## config.mk

```make
export PLATFORM = sky130hd
export DESIGN_NAME = i2s_rx_multilane
export DESIGN_NICKNAME = d
export VERILOG_FILES = /design/src/rtl/i2s_rx_pkg.sv /design/src/rtl/i2s_rx_multilane_shifter.sv /design/src/rtl/i2s_rx_multilane.sv
export SDC_FILE = /design/constraint.sdc
export NUM_CORES = 1
export LEC_CHECK = 0
export BUFFER_PORTS_ARGS = -buffer_cell sky130_fd_sc_hd__buf_2
export CELL_PAD_IN_SITES_DETAIL_PLACEMENT = 0
export CELL_PAD_IN_SITES_GLOBAL_PLACEMENT = 1
export CORE_ASPECT_RATIO = 1.75
export CORE_MARGIN = 4
export CORE_UTILIZATION = 51
export CTS_BUF_LIST = sky130_fd_sc_hd__clkbuf_4
export DETAILED_ROUTE_END_ITERATION = 10
export HOLD_SLACK_MARGIN = 0.06
export MAX_ROUTING_LAYER = met4
export PLACE_DENSITY_LB_ADDON = 0.15
export SLEW_MARGIN = 20
export SYNTH_ARGS = -nofsm -noshare
export SYNTH_HDL_FRONTEND = slang
export SYNTH_SLANG_ARGS = --single-unit
```

## constraint.sdc

```tcl
create_clock -name clk_i -period 7.05 [get_ports clk_i]
set_clock_uncertainty 0.1 [all_clocks]
set_input_delay 0.3525 -clock clk_i [delete_from_list [all_inputs] [get_ports clk_i]]
set_output_delay 0.3525 -clock clk_i [all_outputs]
set_load 0.01 [all_outputs]
```

## src/rtl/i2s_rx_pkg.sv

```systemverilog
// Shared types and constants for the multi-lane I2S / left-justified receiver.
package i2s_rx_pkg;

  typedef enum logic [1:0] {
    S_SYNC  = 2'd0,
    S_LEFT  = 2'd1,
    S_RIGHT = 2'd2
  } rx_state_e;

  localparam int I2S_DATA_W = 24;
  localparam int I2S_SLOT_W = 32;

  // Bit counter must hold 0..SLOT_W (saturating value included).
  function automatic int cnt_w(input int slot_w);
    return $clog2(slot_w + 1);
  endfunction

endpackage

```

## src/rtl/i2s_rx_multilane_shifter.sv

```systemverilog
// One serial lane: MSB-first shift register with enable and synchronous clear.
module i2s_lane_shifter #(
  parameter int DATA_W = 24
) (
  input  logic              clk_i,
  input  logic              rst_ni,
  input  logic              clr_i,
  input  logic              en_i,
  input  logic              sd_i,
  output logic [DATA_W-1:0] q_o
);

  always_ff @(posedge clk_i or negedge rst_ni) begin
    if (!rst_ni) begin
      q_o <= '0;
    end else if (clr_i) begin
      q_o <= '0;
    end else if (en_i) begin
      q_o <= {q_o[DATA_W-2:0], sd_i};
    end
  end

endmodule

```

## src/rtl/i2s_rx_multilane.sv

```systemverilog
// Multi-lane I2S / left-justified receiver: NUM_LANES stereo SD lines sharing
// one SCK/WS pair, full frames delivered on valid/ready with error flags.
module i2s_rx_multilane
  import i2s_rx_pkg::*;
#(
  parameter int NUM_LANES  = 2,
  parameter int DATA_W     = I2S_DATA_W,
  parameter int SLOT_W     = I2S_SLOT_W,
  parameter int DELAY_BITS = 1
) (
  input  logic                          clk_i,
  input  logic                          rst_ni,
  input  logic                          sck_i,
  input  logic                          ws_i,
  input  logic [NUM_LANES-1:0]          sd_i,
  output logic [2*NUM_LANES*DATA_W-1:0] frame_o,
  output logic                          valid_o,
  input  logic                          ready_i,
  output logic                          overrun_o,
  output logic                          frame_err_o,
  input  logic                          clear_i
);

  localparam int CNT_W    = cnt_w(SLOT_W);
  localparam int LAST_BIT = DELAY_BITS + DATA_W - 1;
  localparam int FRAME_W  = 2 * NUM_LANES * DATA_W;
  localparam logic [CNT_W-1:0] SLOT_K      = CNT_W'(SLOT_W);
  localparam logic [CNT_W-1:0] SLOT_LAST_K = CNT_W'(SLOT_W - 1);

  if (DELAY_BITS + DATA_W > SLOT_W) begin : g_bad_slot
    $error("i2s_rx_multilane: DELAY_BITS + DATA_W exceeds SLOT_W");
  end
  if (NUM_LANES < 1) begin : g_bad_lanes
    $error("i2s_rx_multilane: NUM_LANES must be at least 1");
  end

  rx_state_e          state_q, state_d;
  logic               sck_q, ws_q;
  logic [CNT_W-1:0]   k_q, k_cur;
  logic               sck_rise, ws_chg, in_win, shift_en, shift_clr, last_bit;
  logic               slot_done_q, slot_err, lft_done, frm_done;
  logic               lft_p0, vld_p0;
  logic [DATA_W-1:0]  shift_q [NUM_LANES];
  logic [DATA_W-1:0]  left_q  [NUM_LANES];
  logic [FRAME_W-1:0] frame_d;

  // Stage p0: SCK edge detect, bit index, slot checks and FSM decisions
  always_comb begin
    sck_rise  = sck_i & ~sck_q;
    ws_chg    = sck_rise & (ws_i != ws_q);
    k_cur     = k_q;
    state_d   = state_q;
    slot_err  = 1'b0;
    in_win    = 1'b0;
    shift_en  = 1'b0;
    last_bit  = 1'b0;
    lft_done  = 1'b0;
    frm_done  = 1'b0;
    if (sck_rise) begin
      if (ws_chg)              k_cur = '0;
      else if (k_q != SLOT_K)  k_cur = k_q + CNT_W'(1);
    end
    if (ws_chg && state_q != S_SYNC) begin
      slot_err = (k_q != SLOT_LAST_K) | ~slot_done_q |
                 ((state_q == S_LEFT) & ~ws_i) | ((state_q == S_RIGHT) & ws_i);
    end
    if (ws_chg) begin
      if (slot_err) begin
        state_d = S_SYNC;
      end else begin
        unique case (state_q)
          S_SYNC:  if (!ws_i) state_d = S_LEFT;
          S_LEFT:  state_d = S_RIGHT;
          S_RIGHT: state_d = S_LEFT;
          default: state_d = S_SYNC;
        endcase
      end
    end
    // DELAY_BITS = 0 puts the MSB on the WS edge itself, so gate on the next state.
    in_win    = (int'(k_cur) >= DELAY_BITS) && (int'(k_cur) <= LAST_BIT);
    shift_en  = sck_rise & in_win & (state_d != S_SYNC);
    shift_clr = (state_d == S_SYNC);
    last_bit  = shift_en & (int'(k_cur) == LAST_BIT);
    lft_done  = last_bit & (state_d == S_LEFT);
    frm_done  = last_bit & (state_d == S_RIGHT);
  end

  always_ff @(posedge clk_i or negedge rst_ni) begin
    if (!rst_ni) begin
      state_q     <= S_SYNC;
      sck_q       <= 1'b0;
      ws_q        <= 1'b0;
      k_q         <= '0;
      slot_done_q <= 1'b0;
      lft_p0      <= 1'b0;
      vld_p0      <= 1'b0;
      frame_err_o <= 1'b0;
    end else begin
      state_q     <= state_d;
      sck_q       <= sck_i;
      lft_p0      <= lft_done;
      vld_p0      <= frm_done;
      frame_err_o <= slot_err;
      if (sck_rise) begin
        ws_q <= ws_i;
        k_q  <= k_cur;
      end
      if (ws_chg)        slot_done_q <= last_bit;
      else if (last_bit) slot_done_q <= 1'b1;
    end
  end

  for (genvar g = 0; g < NUM_LANES; g++) begin : g_lane
    i2s_lane_shifter #(.DATA_W(DATA_W)) u_shift (
      .clk_i  (clk_i),
      .rst_ni (rst_ni),
      .clr_i  (shift_clr),
      .en_i   (shift_en),
      .sd_i   (sd_i[g]),
      .q_o    (shift_q[g])
    );
  end

  // Stage p1: shifters now hold the complete word; stage left, assemble frame
  always_ff @(posedge clk_i or negedge rst_ni) begin
    if (!rst_ni) begin
      for (int l = 0; l < NUM_LANES; l++) left_q[l] <= '0;
    end else if (slot_err) begin
      for (int l = 0; l < NUM_LANES; l++) left_q[l] <= '0;
    end else if (lft_p0) begin
      for (int l = 0; l < NUM_LANES; l++) left_q[l] <= shift_q[l];
    end
  end

  always_comb begin
    frame_d = '0;
    for (int l = 0; l < NUM_LANES; l++) begin
      frame_d[(2*l)*DATA_W   +: DATA_W] = left_q[l];
      frame_d[(2*l+1)*DATA_W +: DATA_W] = shift_q[l];
    end
  end

  // Stage p2: output register with valid/ready handshake and overrun detection
  always_ff @(posedge clk_i or negedge rst_ni) begin
    if (!rst_ni) begin
      frame_o   <= '0;
      valid_o   <= 1'b0;
      overrun_o <= 1'b0;
    end else begin
      if (vld_p0 && (!valid_o || ready_i)) begin
        frame_o <= frame_d;
        valid_o <= 1'b1;
      end else if (valid_o && ready_i) begin
        valid_o <= 1'b0;
      end
      if (vld_p0 && valid_o && !ready_i) overrun_o <= 1'b1;
      else if (clear_i)                  overrun_o <= 1'b0;
    end
  end

endmodule

```

==> impl_metrics.json <==
{
  "grt_pass1_vias": 7656,
  "cpMaxStageDelayCell": "or3_2",
  "syn-instance-count": 902,
  "areaGrowthSynthToFinish_pct": 14.0,
  "power_density_nw_per_um2": 251,
  "max_freq_mhz": 252,
  "cts_tree": "done",
  "grt_pass1_wl_mm": 38.6,
  "synth_adder_area_share_pct": 0.269,
  "ys_types": 46,
  "synth_area_per_cell_um2": 10.3,
  "cp_slowest_stage_delay_ns": 0.93,
  "drtPass1Iterations": 7,
  "synth_mux_area_share_pct": 11.7,
  "setup_tns_ns": 0,
  "clkSlewWorstSetupHoldPaths_ns": 0.06,
  "yosys_register_bits": 208,
  "synth_warnings": 0,
  "synth_xor_area_share_pct": 0.390,
  "rsz0062_at_grt": "no",
  "wl_per_cell_um": 18.5,
  "cp.arrival_ns": 4.30,
  "reg2reg_from": "k_q[2]",
  "globalplace.congestion": 0.853,
  "fill_cells": 1575,
  "grt_overflow": 0,
  "drtIter0Drc": 552,
  "crit_type": "reg2reg",
  "critPathLaunchType": "register",
  "htreeDepth": 2,
  "pin_count": 107,
  "drive_above_1_share_pct": 24.6,
  "cp.required_ns": 7.39,
  "ys_seq_area_share_pct": 56.0,
  "post_drt_via_cell_ratio": 5.87,
  "cts_resized": 0,
  "final_common_cell": "dfrtp_1",
  "routed_wl_mm": 23.2,
  "min_path_type": "in2async",
  "synth_compound_area_share_pct": 13.1,
  "setup_viol": 0,
  "timing.final.max_slew_violations": 0,
  "cts_sinks": 208,
  "core.rowCount": 65,
  "timing.slew.headroom_pct": 28.2,
  "antenna_found_initial": 1,
  "dpl.hpwl_mm": 14.0,
  "route.detailed.drc": 0,
  "final_area_um2": 10600,
  "clk_path_buf_depth": 3,
  "die_area_um2": 20500,
  "end_kind": "register",
  "synth_nets": 912,
  "cellLeakagePower_nw": 4.91,
  "rrSetupSlack_ns": 3.08,
  "cap_violations": 0,
  "synthSimpleGateAreaFrac_pct": 12.9,
  "vias": 7363,
  "clk_latency_ns": 0.60,
  "worst_ir_drop_vdd_mv": 0.176,
  "status": "completed",
  "dpl-instance-area_um2": 9940,
  "crit_buf_inv": 1,
  "final_nets": 1005,
  "critPathLaunch": "k_q[2]",
  "grt_start_max_net_pins": 134,
  "tightest_slew_ns": 1.07,
  "start_util_pct": 51.7,
  "hold_viol_final": 0,
  "track_usage_pct": 23.7,
  "io_buffers": 106,
  "cts_root_buf": "clkbuf_4",
  "path_max_fanout": 50,
  "layout_common_cells": "dfrtp_1, buf_2, o21ai_0, clkbuf_4, nand2_1",
  "die_h_um": 187,
  "synth_area_um2": 9300,
  "min_period_ns": 3.97,
  "cts.hold.buffers_added": 8,
  "die_w_um": 110,
  "core_um2": 18000,
  "path_delay_family": "simple AND/OR/NAND/NOR gates",
  "cts_buffers": 48,
  "cts_setup_buffers": 0,
  "period_share_pct": 56.3,
  "ant_nets": 0,
  "synth_top_family_by_area": "compound AO/OA/AOI/OAI gates",
  "crit_chain": "nand3_1 -> or3_2 -> and2_1 -> o21ai_4 -> buf_4 -> a211o_2 -> o22ai_1"
}
==> synthesized netlist by cell type (all sizes together) <==
master,instances,area (um2)
a311oi,2,17.5
o311ai,1,8.76
inv,53,199
o21ai,106,531
mux2i,50,500
a211o,1,8.76
o311a,1,10.0
a2111oi,1,8.76
a22o,1,8.76
nor3b,3,22.5
nand4,48,300
nand2,62,233
o21a,1,7.51
nand2b,3,18.8
o31ai,2,15.0
clkbuf,63,236
o22ai,49,307
nand3,4,20.0
xor2,1,27.5
a22oi,1,7.51
nand4bb,1,11.3
ha,2,25.0
nor2,52,195
a21boi,1,7.51
a21oi,48,240
buf,18,95.1
a21o,1,7.51
nor3,1,5.00
and3,1,6.26
or4,1,7.51
and4b,1,10.0
o211a,1,10.0
mux2,52,586
a211oi,1,7.51
or3,4,25.0
nor2b,2,12.5
and2,2,12.5
o221a,1,11.3
dfrtp,208,5200
xnor2,1,8.76
nor4,50,319
==> area by class of cell <==
type | count | area, um2 | area share [%]
multi-input cells | 560 | 3650 | 34.4
diodes | 1 | 2.50 | 0.0236
clock inverters | 5 | 18.8 | 0.177
inverters | 53 | 199 | 1.88
clock buffers | 69 | 518 | 4.89
well taps | 234 | 293 | 2.76
flip-flops and latches | 208 | 5210 | 49.1
repair buffers | 124 | 716 | 6.75
==> metrics by stage <==
step                      hold WS [ns]  setup WS [ns]  power, W  cells  util (%)
after floorplan                -0.0431           4.43   0.00166    902         -
after global routing             0.360           2.87   0.00281   1254      59.0
after detailed placement         0.366           3.13   0.00179   1170      55.3
after CTS                        0.349           3.15   0.00269   1252      58.8
final                            0.338           3.08   0.00266   1254      59.0
after global placement           0.360           3.24   0.00177   1170      55.3
==> power by group <==
group / internal (W) / leakage, nW / switching (W)
logic: 0.000127 / 1.73 / 0.000240
clock network: 0.000441 / 0.325 / 0.000436
registers: 0.00132 / 2.85 / 0.0000893
==> cells by family (layout without fill, tap and decap cells) <==
| kind of cell | after synthesis | after routing |
|---|---|---|
| AO/OA/AOI/OAI | 219 | 219 |
| multiplexers | 102 | 102 |
| flip-flops | 208 | 208 |
| AND/OR/NAND/NOR | 235 | 235 |
| buffers and inverters | 134 | 251 |
| adder cells (fa/ha/maj) | 2 | 2 |
| XOR/XNOR | 2 | 2 |
| other | 0 | 1 |
==> metal layers <==
| metal | wire, um | part of all wire [%] | global-route usage, % |
|---|---|---|---|
| met1 | 9160 | 40 | 28.0 |
| met2 | 12400 | 53 | 40.7 |
| met3 | 1150 | 5.0 | 3.22 |
| met4 | 483 | 2.1 | 8.50 |
| met5 | 0 | 0 | - |
==> flip-flops by register name, summed over array words and instances, names as in the netlist <==
register and flops:
frame_o 96, frame_d 48, g_lane.u_shift.q_o 48, k_q 6, state_q 2, frame_err_o 1, lft_p0 1, overrun_o 1
sck_q 1, slot_done_q 1, valid_o 1, vld_p0 1, ws_q 1
==> final timing paths <==
check,cells after the start,to
max,7,g_lane[1].u_shift.q_o[21]
min,2,frame_o[66]
max reg2reg,7,g_lane[1].u_shift.q_o[21]
min reg2reg,2,frame_o[81]
max in group asynchronous,3,g_lane[1].u_shift.q_o[3]
min in group clk_i,2,frame_o[81]
Note: power is estimated with default switching activity, not from simulation.
